File: config.mk
export PLATFORM = sky130hd
export DESIGN_NAME = trigger_arbiter_flat
export DESIGN_NICKNAME = d
export VERILOG_FILES = /design/src/rtl/trigger_arbiter_pkg.sv /design/src/rtl/trigger_arbiter_if.sv /design/src/rtl/trig_prescaler.sv /design/src/rtl/trigger_arbiter.sv /design/src/flat_wrapper.sv
export SDC_FILE = /design/constraint.sdc
export NUM_CORES = 1
export LEC_CHECK = 0
export CAP_MARGIN = 20
export CORE_MARGIN = 2
export CORE_UTILIZATION = 59
export CTS_BUF_LIST = sky130_fd_sc_hd__clkbuf_16
export DETAILED_ROUTE_END_ITERATION = 16
export GPL_TIMING_DRIVEN = 0
export PLACE_DENSITY = 0.95
export SLEW_MARGIN = 10
export SYNTH_ARGS = -nofsm -noshare
export SYNTH_HDL_FRONTEND = slang
export SYNTH_SLANG_ARGS = --single-unit
File: constraint.sdc
create_clock -name CLK120 -period 5.6 [get_ports CLK120]
set_input_delay 1.12 -clock CLK120 [delete_from_list [all_inputs] [get_ports CLK120]]
set_output_delay 1.12 -clock CLK120 [all_outputs]
set_load 0.1 [all_outputs]
File: src/rtl/trigger_arbiter_pkg.sv
// Shared definitions for the SDE trigger arbiter: default sizes, trigger
// source indices, sequencer state encoding and a saturating counter helper.
package trigger_arbiter_pkg;

    localparam int NSRC_DEF       = 6;
    localparam int PS_WIDTH_DEF   = 8;
    localparam int DEAD_WIDTH_DEF = 16;
    localparam int COINC_WIN_DEF  = 3;
    localparam int CNT_WIDTH      = 16;

    // Bit position of each trigger source in TRIG_IN / TRIG_MASK / EVT_TYPE
    localparam int TRG_SRC_SB40  = 0;
    localparam int TRG_SRC_SB120 = 1;
    localparam int TRG_SRC_TOT   = 2;
    localparam int TRG_SRC_TOTD  = 3;
    localparam int TRG_SRC_MOPS  = 4;
    localparam int TRG_SRC_EXT   = 5;

    typedef enum logic [1:0] {
        ST_IDLE   = 2'd0,
        ST_GATHER = 2'd1,
        ST_REQ    = 2'd2,
        ST_DEAD   = 2'd3
    } arb_state_e;

    // Increment that sticks at all-ones instead of wrapping
    function automatic logic [CNT_WIDTH-1:0] sat_inc(input logic [CNT_WIDTH-1:0] v);
        logic [CNT_WIDTH-1:0] r;
        if (v == {CNT_WIDTH{1'b1}}) begin
            r = v;
        end else begin
            r = v + {{(CNT_WIDTH-1){1'b0}}, 1'b1};
        end
        return r;
    endfunction

endpackage

File: src/rtl/trigger_arbiter_if.sv
// Bundle of the trigger inputs, configuration and event-request handshake
// between the trigger arbiter (slave) and its surroundings (master).
interface trigger_arbiter_if #(
    parameter int NSRC       = 6,
    parameter int PS_WIDTH   = 8,
    parameter int DEAD_WIDTH = 16
);
    import trigger_arbiter_pkg::*;

    logic [NSRC-1:0]          TRIG_IN;
    logic [NSRC-1:0]          TRIG_MASK;
    logic [NSRC*PS_WIDTH-1:0] PRESCALE;
    logic [DEAD_WIDTH-1:0]    DEAD_TIME;
    logic                     BUF_FULL;
    logic                     EVT_ACK;
    logic                     EVT_REQ;
    logic [NSRC-1:0]          EVT_TYPE;
    logic                     BUSY;
    logic [CNT_WIDTH-1:0]     EVT_CNT;
    logic [CNT_WIDTH-1:0]     LOST_CNT;

    modport master (
        output TRIG_IN, TRIG_MASK, PRESCALE, DEAD_TIME, BUF_FULL, EVT_ACK,
        input  EVT_REQ, EVT_TYPE, BUSY, EVT_CNT, LOST_CNT
    );

    modport slave (
        input  TRIG_IN, TRIG_MASK, PRESCALE, DEAD_TIME, BUF_FULL, EVT_ACK,
        output EVT_REQ, EVT_TYPE, BUSY, EVT_CNT, LOST_CNT
    );

endinterface

File: src/rtl/trig_prescaler.sv
// Per-source prescaler: passes one of every N input pulses (N of 0 or 1
// passes all). The terminal test is "count >= N-1" so that lowering N while
// a count is in progress releases the very next pulse.
module trig_prescaler #(
    parameter int PS_WIDTH = 8
) (
    input  logic                CLK120,
    input  logic                RST_N,
    input  logic                IN,
    input  logic [PS_WIDTH-1:0] PRESCALE,
    output logic                OUT
);

    localparam logic [PS_WIDTH-1:0] PS_ONE = PS_WIDTH'(1);

    logic [PS_WIDTH-1:0] cnt_q;
    logic [PS_WIDTH-1:0] cnt_d;
    logic                out_q;
    logic                out_d;

    // Next count and pass decision for the current masked pulse
    always_comb begin
        cnt_d = cnt_q;
        out_d = 1'b0;
        if (IN) begin
            if (PRESCALE <= PS_ONE) begin
                cnt_d = '0;
                out_d = 1'b1;
            end else if (cnt_q >= (PRESCALE - PS_ONE)) begin
                cnt_d = '0;
                out_d = 1'b1;
            end else begin
                cnt_d = cnt_q + PS_ONE;
                out_d = 1'b0;
            end
        end else begin
            cnt_d = cnt_q;
            out_d = 1'b0;
        end
    end

    // Count and registered qualified pulse
    always_ff @(posedge CLK120 or negedge RST_N) begin
        if (!RST_N) begin
            cnt_q <= '0;
            out_q <= 1'b0;
        end else begin
            cnt_q <= cnt_d;
            out_q <= out_d;
        end
    end

    assign OUT = out_q;

endmodule

File: src/rtl/trigger_arbiter.sv
// Trigger arbiter and sequencer: registers and masks trigger pulses,
// prescales them per source, merges qualified pulses falling into a short
// coincidence window into one typed event request, then enforces dead time.
// Pulses that cannot become an event are counted in a saturating counter.
module trigger_arbiter
    import trigger_arbiter_pkg::*;
#(
    parameter int NSRC       = NSRC_DEF,
    parameter int PS_WIDTH   = PS_WIDTH_DEF,
    parameter int DEAD_WIDTH = DEAD_WIDTH_DEF,
    parameter int COINC_WIN  = COINC_WIN_DEF
) (
    input  logic             CLK120,
    input  logic             RST_N,
    trigger_arbiter_if.slave bus
);

    localparam int                    WIN_W    = (COINC_WIN > 1) ? $clog2(COINC_WIN) : 1;
    localparam logic [WIN_W-1:0]      WIN_LOAD = WIN_W'(COINC_WIN - 1);
    localparam logic [WIN_W-1:0]      WIN_ONE  = WIN_W'(1);
    localparam logic [DEAD_WIDTH-1:0] DEAD_ONE = DEAD_WIDTH'(1);

    logic [NSRC-1:0]       trig_q;
    logic [NSRC-1:0]       masked_s;
    logic [NSRC-1:0]       qual_s;
    logic                  any_qual_s;
    logic                  lost_hit_s;

    arb_state_e            state_q;
    logic [WIN_W-1:0]      win_q;
    logic [DEAD_WIDTH-1:0] dead_q;
    logic                  evt_req_q;
    logic [NSRC-1:0]       evt_type_q;
    logic                  busy_q;
    logic [CNT_WIDTH-1:0]  evt_cnt_q;
    logic [CNT_WIDTH-1:0]  lost_cnt_q;

    // Input register for the raw one-cycle trigger pulses
    always_ff @(posedge CLK120 or negedge RST_N) begin
        if (!RST_N) begin
            trig_q <= '0;
        end else begin
            trig_q <= bus.TRIG_IN;
        end
    end

    assign masked_s = trig_q & bus.TRIG_MASK;

    for (genvar gi = 0; gi < NSRC; gi++) begin : g_ps
        trig_prescaler #(
            .PS_WIDTH (PS_WIDTH)
        ) u_ps (
            .CLK120   (CLK120),
            .RST_N    (RST_N),
            .IN       (masked_s[gi]),
            .PRESCALE (bus.PRESCALE[gi*PS_WIDTH +: PS_WIDTH]),
            .OUT      (qual_s[gi])
        );
    end

    assign any_qual_s = |qual_s;

    // A qualified pulse is lost when the buffer blocks a new event or when
    // an event is already pending / in dead time; one count per cycle
    always_comb begin
        lost_hit_s = 1'b0;
        case (state_q)
            ST_IDLE: begin
                if (any_qual_s && bus.BUF_FULL) begin
                    lost_hit_s = 1'b1;
                end else begin
                    lost_hit_s = 1'b0;
                end
            end
            ST_REQ, ST_DEAD: lost_hit_s = any_qual_s;
            default:         lost_hit_s = 1'b0;
        endcase
    end

    // Sequencer: gather window, request handshake, dead time and counters
    always_ff @(posedge CLK120 or negedge RST_N) begin
        if (!RST_N) begin
            state_q    <= ST_IDLE;
            win_q      <= '0;
            dead_q     <= '0;
            evt_req_q  <= 1'b0;
            evt_type_q <= '0;
            busy_q     <= 1'b0;
            evt_cnt_q  <= '0;
            lost_cnt_q <= '0;
        end else begin
            if (lost_hit_s) begin
                lost_cnt_q <= sat_inc(lost_cnt_q);
            end
            case (state_q)
                ST_IDLE: begin
                    if (any_qual_s && !bus.BUF_FULL) begin
                        evt_type_q <= qual_s;
                        win_q      <= WIN_LOAD;
                        busy_q     <= 1'b1;
                        state_q    <= ST_GATHER;
                    end
                end
                ST_GATHER: begin
                    evt_type_q <= evt_type_q | qual_s;
                    if (win_q == '0) begin
                        evt_req_q <= 1'b1;
                        state_q   <= ST_REQ;
                    end else begin
                        win_q <= win_q - WIN_ONE;
                    end
                end
                ST_REQ: begin
                    if (bus.EVT_ACK) begin
                        evt_req_q <= 1'b0;
                        evt_cnt_q <= evt_cnt_q + 16'd1;
                        if (bus.DEAD_TIME == '0) begin
                            busy_q  <= 1'b0;
                            state_q <= ST_IDLE;
                        end else begin
                            dead_q  <= bus.DEAD_TIME;
                            state_q <= ST_DEAD;
                        end
                    end
                end
                ST_DEAD: begin
                    if (dead_q <= DEAD_ONE) begin
                        busy_q  <= 1'b0;
                        state_q <= ST_IDLE;
                    end else begin
                        dead_q <= dead_q - DEAD_ONE;
                    end
                end
                default: begin
                    evt_req_q <= 1'b0;
                    busy_q    <= 1'b0;
                    state_q   <= ST_IDLE;
                end
            endcase
        end
    end

    assign bus.EVT_REQ  = evt_req_q;
    assign bus.EVT_TYPE = evt_type_q;
    assign bus.BUSY     = busy_q;
    assign bus.EVT_CNT  = evt_cnt_q;
    assign bus.LOST_CNT = lost_cnt_q;

endmodule

File: src/flat_wrapper.sv
// flat-port wrapper written by rule: the top's interface ports become plain ports
module trigger_arbiter_flat import trigger_arbiter_pkg::*;
#(
    parameter int NSRC       = NSRC_DEF,
    parameter int PS_WIDTH   = PS_WIDTH_DEF,
    parameter int DEAD_WIDTH = DEAD_WIDTH_DEF,
    parameter int COINC_WIN  = COINC_WIN_DEF
)
  (CLK120, RST_N, bus_TRIG_IN, bus_TRIG_MASK, bus_PRESCALE, bus_DEAD_TIME, bus_BUF_FULL, bus_EVT_ACK, bus_EVT_REQ, bus_EVT_TYPE, bus_BUSY, bus_EVT_CNT, bus_LOST_CNT);
  trigger_arbiter_if #(.NSRC(NSRC), .PS_WIDTH(PS_WIDTH), .DEAD_WIDTH(DEAD_WIDTH)) bus_i ();
  input  logic CLK120;
  input  logic RST_N;
  input wire logic [$bits(bus_i.TRIG_IN)-1:0] bus_TRIG_IN;
  input wire logic [$bits(bus_i.TRIG_MASK)-1:0] bus_TRIG_MASK;
  input wire logic [$bits(bus_i.PRESCALE)-1:0] bus_PRESCALE;
  input wire logic [$bits(bus_i.DEAD_TIME)-1:0] bus_DEAD_TIME;
  input wire logic [$bits(bus_i.BUF_FULL)-1:0] bus_BUF_FULL;
  input wire logic [$bits(bus_i.EVT_ACK)-1:0] bus_EVT_ACK;
  output wire logic [$bits(bus_i.EVT_REQ)-1:0] bus_EVT_REQ;
  output wire logic [$bits(bus_i.EVT_TYPE)-1:0] bus_EVT_TYPE;
  output wire logic [$bits(bus_i.BUSY)-1:0] bus_BUSY;
  output wire logic [$bits(bus_i.EVT_CNT)-1:0] bus_EVT_CNT;
  output wire logic [$bits(bus_i.LOST_CNT)-1:0] bus_LOST_CNT;
  assign bus_i.TRIG_IN = bus_TRIG_IN;
  assign bus_i.TRIG_MASK = bus_TRIG_MASK;
  assign bus_i.PRESCALE = bus_PRESCALE;
  assign bus_i.DEAD_TIME = bus_DEAD_TIME;
  assign bus_i.BUF_FULL = bus_BUF_FULL;
  assign bus_i.EVT_ACK = bus_EVT_ACK;
  assign bus_EVT_REQ = bus_i.EVT_REQ;
  assign bus_EVT_TYPE = bus_i.EVT_TYPE;
  assign bus_BUSY = bus_i.BUSY;
  assign bus_EVT_CNT = bus_i.EVT_CNT;
  assign bus_LOST_CNT = bus_i.LOST_CNT;
  trigger_arbiter #(.NSRC(NSRC), .PS_WIDTH(PS_WIDTH), .DEAD_WIDTH(DEAD_WIDTH), .COINC_WIN(COINC_WIN)) u_core (.CLK120(CLK120), .RST_N(RST_N), .bus(bus_i));
endmodule
==> flow_summary.yaml <==
status:
  run_status: "finished clean"
worst_setup_path:
  crit_path_frequent_cell: "sky130_fd_sc_hd__nand3_1"
  critical-path-max-stage-delay_ns: 0.58
  crit_cells: 11
  critPathTopFamily: "simple AND/OR/NAND/NOR gates"
  critPathArrivalTime_ns: 4.37
  crit_path_cell_trace: "clkdlybuf4s50_1, or4_1, nor4_1, xnor2_1, ha_1, nand3_1, o22ai_1, or3_1, nor2_1, nand3_1, o41ai_1"
  setup.worst_path.end_class: "flop"
  cp.buffers_inverters: 1
  crit_path_start_kind: "input port"
  critPathMaxFanout: 7
  crit_type: "in2reg"
  worst_path_max_delay_cell: "sky130_fd_sc_hd__or4_1"
  cp.required_ns: 5.90
  worst_r2r_path_depth: 7
sta:
  setup-violations-final: 0
  max-slew-margin-rel_pct: 30.88
  rsz0062_at_grt: "no"
  fmax_ghz: 0.2458
  fin_hold_viols: 0
  slew_viol_final: 0
  worst_hold_slack_ns: 0.4822
  min_period_ns: 4.068
  totalNegativeSetupSlack_ns: 0
  worst-slew-pin-transition_ns: 1.034
  final_period_util_pct: 72.64
  fin_skew_ns: 0.004632
yosys:
  synthesis.area_um2: 7577
  synthTopCellsByArea: "sky130_fd_sc_hd__dfrtp_1 (40%), sky130_fd_sc_hd__ha_1 (12%), sky130_fd_sc_hd__xnor2_1 (6.7%)"
  dominantRegCellSynth: "sky130_fd_sc_hd__dfrtp_1"
  count_of_flip_flops_with_a_built_in_enable_after_synthesis: 0
  cells_after_synthesis: 834
  post-synth-top-area-cell: "sky130_fd_sc_hd__dfrtp_1"
  synth.top_cell.area_share_pct: 39.63
  synth_nets: 985
  avg_inst_size_synth_um2: 9.085
  synth-seq-cells: 120
  synthArstFlopShare_pct: 100.0
  synth_seq_area_share_pct: 39.63
  yosys_warnings: 0
  netlist-cell-type-count: 59
finish:
  nets: 1124
  n_antenna_cell: 0
  area_growth_syn_to_layout_pct: 26.67
  final_layout_size_suffix_gt1_share_pct: 4.970
detailed_routing:
  drt_drc_violations_left: 0
  detailedRoute.firstPassIterationCount: 7
  drt_iter0_drc: 545
  antenna_left: 0
  wire_per_inst_um: 15.48
  drt-vias-per-instance: 5.917
  drt-total-wl_um: 17930
  routed-via-count: 6852
clock_network:
  postCtsResizedCells: 0
  cts_buffers: 17
  hold_buffers: 0
  cts_post_setup_buffers_inserted: 0
  clock_tree.htree_level_count: 4
  clock_insertion_delay_worst_skew_ns: 0.42
  clk_transition_reported_paths_ns: 0.06
  clock_tree.buffer_depth: 2
  tritoncts: "yes"
  clkSinkCount: 120
  clock-root-buffer: "sky130_fd_sc_hd__clkbuf_16"
hold_path:
  min-delay-path-class: "reg2reg"
  holdPathStages: 1
die:
  core.rowCount: 41
  die_h_um: 117.3
  coreArea_um2: 12570
  initial_core_util_pct: 60.29
  die-width_um: 117.3
  io_count: 120
  die_area_um2: 13770
pwr:
  power_density_nw_per_um2: 416.0
  ir_worst_vdd_uv: 226.9
  clock_power_share_pct: 27.2
  power_frac_seq_pct: 34.4
  power_switching_share_pct: 41.16
  power_switching_w: 0.001643
  power_report.internal_total_w: 0.002349
  p_leak_nw: 4.194
  power_frac_comb_pct: 38.4
placed_design:
  gp_routability_congestion: 0.9424
  io_buffer_count: 119
  dp_hpwl_um: 13110
global_route:
  global_route.usage.total_pct: 26.95
  antenna_found_initial: 0
  number_of_global_route_vias_before_repair: 6684
  first_pass_grt_wire_length_um: 30800
  grt_overflow_total: 0
  grt_max_degree: 66
job:
  drv.max_cap_violation_count: 0
-- cells by family (layout without fill, tap and decap cells) --
family | after synthesis | after routing | synth area share (%)
compound gates | 176 | 176 | 14.71
xor+xnor | 73 | 73 | 8.438
simple gates | 338 | 338 | 21.91
mux | 6 | 6 | 0.8256
buf+inv | 50 | 202 | 2.758
fa+ha+maj | 71 | 71 | 11.72
flops | 120 | 120 | 39.63
-- Yosys cell counts (3+ instances only) --
master,count
sky130_fd_sc_hd__dfrtp_1,120
sky130_fd_sc_hd__nor2_1,86
sky130_fd_sc_hd__nand2_1,83
sky130_fd_sc_hd__ha_1,71
sky130_fd_sc_hd__xnor2_1,58
sky130_fd_sc_hd__o21ai_0,50
sky130_fd_sc_hd__a21oi_1,44
sky130_fd_sc_hd__inv_1,36
sky130_fd_sc_hd__nor3_1,31
sky130_fd_sc_hd__nand3_1,30
sky130_fd_sc_hd__nor4_1,24
sky130_fd_sc_hd__a21o_1,22
sky130_fd_sc_hd__xor2_1,15
sky130_fd_sc_hd__a22o_1,14
sky130_fd_sc_hd__or3_1,14
sky130_fd_sc_hd__and3_1,12
sky130_fd_sc_hd__nand4_1,12
sky130_fd_sc_hd__clkbuf_1,10
sky130_fd_sc_hd__nand2b_1,9
sky130_fd_sc_hd__a211oi_1,7
sky130_fd_sc_hd__and2_1,7
sky130_fd_sc_hd__nor2b_1,5
sky130_fd_sc_hd__nor4b_1,5
sky130_fd_sc_hd__o21ai_1,5
sky130_fd_sc_hd__or4_1,5
sky130_fd_sc_hd__mux2i_1,4
sky130_fd_sc_hd__nor3b_1,4
sky130_fd_sc_hd__o21ai_2,4
sky130_fd_sc_hd__a22oi_1,3
sky130_fd_sc_hd__a31oi_1,3
sky130_fd_sc_hd__nand3b_1,3
-- placed cells by master, fill, tap and decap left out, types with 3 or more instances in the layout --
| master | Yosys | routed |
|---|---|---|
| sky130_fd_sc_hd__and2_1 | 7 | 7 |
| sky130_fd_sc_hd__a21oi_1 | 44 | 44 |
| sky130_fd_sc_hd__bufinv_16 | 0 | 3 |
| sky130_fd_sc_hd__o21ai_2 | 4 | 4 |
| sky130_fd_sc_hd__and3_1 | 12 | 12 |
| sky130_fd_sc_hd__or3_1 | 14 | 14 |
| sky130_fd_sc_hd__clkinv_1 | 0 | 3 |
| sky130_fd_sc_hd__clkdlybuf4s50_1 | 0 | 118 |
| sky130_fd_sc_hd__or4_1 | 5 | 5 |
| sky130_fd_sc_hd__clkbuf_1 | 10 | 10 |
| sky130_fd_sc_hd__a22oi_1 | 3 | 3 |
| sky130_fd_sc_hd__o21ai_0 | 50 | 50 |
| sky130_fd_sc_hd__nand3b_1 | 3 | 3 |
| sky130_fd_sc_hd__dfrtp_1 | 120 | 120 |
| sky130_fd_sc_hd__a211oi_1 | 7 | 7 |
| sky130_fd_sc_hd__o21ai_1 | 5 | 5 |
| sky130_fd_sc_hd__ha_1 | 71 | 71 |
| sky130_fd_sc_hd__nand2_1 | 83 | 83 |
| sky130_fd_sc_hd__nor4_1 | 24 | 24 |
| sky130_fd_sc_hd__inv_1 | 36 | 36 |
| sky130_fd_sc_hd__nand4_1 | 12 | 12 |
| sky130_fd_sc_hd__a21o_1 | 22 | 22 |
| sky130_fd_sc_hd__clkinvlp_4 | 0 | 4 |
| sky130_fd_sc_hd__clkbuf_16 | 0 | 17 |
| sky130_fd_sc_hd__mux2i_1 | 4 | 4 |
| sky130_fd_sc_hd__xnor2_1 | 58 | 58 |
| sky130_fd_sc_hd__nor2_1 | 86 | 86 |
| sky130_fd_sc_hd__nor4b_1 | 5 | 5 |
| sky130_fd_sc_hd__nor3_1 | 31 | 31 |
| sky130_fd_sc_hd__nand2b_1 | 9 | 9 |
| sky130_fd_sc_hd__a22o_1 | 14 | 14 |
| sky130_fd_sc_hd__xor2_1 | 15 | 15 |
| sky130_fd_sc_hd__nand3_1 | 30 | 30 |
| sky130_fd_sc_hd__clkinv_2 | 0 | 4 |
| sky130_fd_sc_hd__nor3b_1 | 4 | 4 |
| sky130_fd_sc_hd__a31oi_1 | 3 | 3 |
| sky130_fd_sc_hd__nor2b_1 | 5 | 5 |
-- worst register-to-register path: cells and delay by family, from the launching register on --
| kind | cells | cell delay, ns |
|---|---|---|
| compound gates | 3 | 0.55 |
| fa+ha+maj | 1 | 0.33 |
| flops | 1 | 0.41 |
| simple gates | 3 | 1.01 |
-- layout make-up --
class	instances	area [um^2]
multi-input combinational	664	4365
sequential	120	3003
fill	874	2970
timing repair buffer	120	1220
clock buffer	17	425.4
tap	172	215.2
clock inverter	15	160.2
inverter	36	135.1
buffer	14	73.82
-- path summary, 6_finish.rpt --
path | from | endpoint | slack (ns)
setup / recovery | bus_PRESCALE[3] | u_core.g_ps[0].u_ps.cnt_q[5] | 1.53
hold / removal | u_core.bus.EVT_CNT[15] | u_core.bus.EVT_CNT[15] | 0.48
setup reg to reg | u_core.g_ps[0].u_ps.cnt_q[6] | u_core.g_ps[0].u_ps.cnt_q[5] | 3.17
hold reg to reg | u_core.bus.EVT_CNT[15] | u_core.bus.EVT_CNT[15] | 0.48
max in group asynchronous | RST_N | u_core.g_ps[3].u_ps.OUT | 4.25
min in group asynchronous | RST_N | u_core.dead_q[6] | 0.65
-- flip-flops by register name, summed over array words and instances, names as in the netlist --
signal                  count
u_core.win_q                2
u_core.g_ps.u_ps.cnt_q     48
u_core.trig_q               6
u_core.bus.BUSY             1
u_core.bus.EVT_CNT         16
u_core.bus.LOST_CNT        16
u_core.bus.EVT_TYPE         6
u_core.dead_q              16
u_core.g_ps.u_ps.OUT        6
u_core.state_q              2
u_core.bus.EVT_REQ          1
-- through the flow --
step / setup slack (ns) / utilization (%) / cell area, um^2 / power, W / instances
after CTS: 1.511 / 76.37 / 9598 / 0.003992 / 1158
after floorplan: 1.966 / - / 7577 / 0.002431 / 834
after global routing: 1.327 / 76.37 / 9598 / 0.004236 / 1158
final: 1.532 / 76.37 / 9598 / 0.003993 / 1158
after global placement: -1.177 / 71.48 / 8984 / 0.002806 / 1125
after detailed placement: 1.105 / 71.71 / 9012 / 0.002884 / 1126
-- power by group through the flow --
stage                     Combinational, W  Sequential, W  Clock, W
after global placement             0.00145        0.00136         0
after detailed placement           0.00151        0.00137         0
after global routing               0.00168        0.00141   0.00114
after floorplan                   0.000764        0.00167         0
final                              0.00153        0.00137   0.00109
after CTS                          0.00153        0.00136   0.00110
-- per-layer routing --
metal | wire length, um | up-vias | track usage (%)
met5 | 0 | - | 0
met4 | 365 | 0 | 9.262
met3 | 885 | 46 | 6.469
met2 | 9401 | 244 | 47.26
met1 | 7277 | 3292 | 32.48
li1 | - | 3270 | -
(Power assumes the default switching activity.)
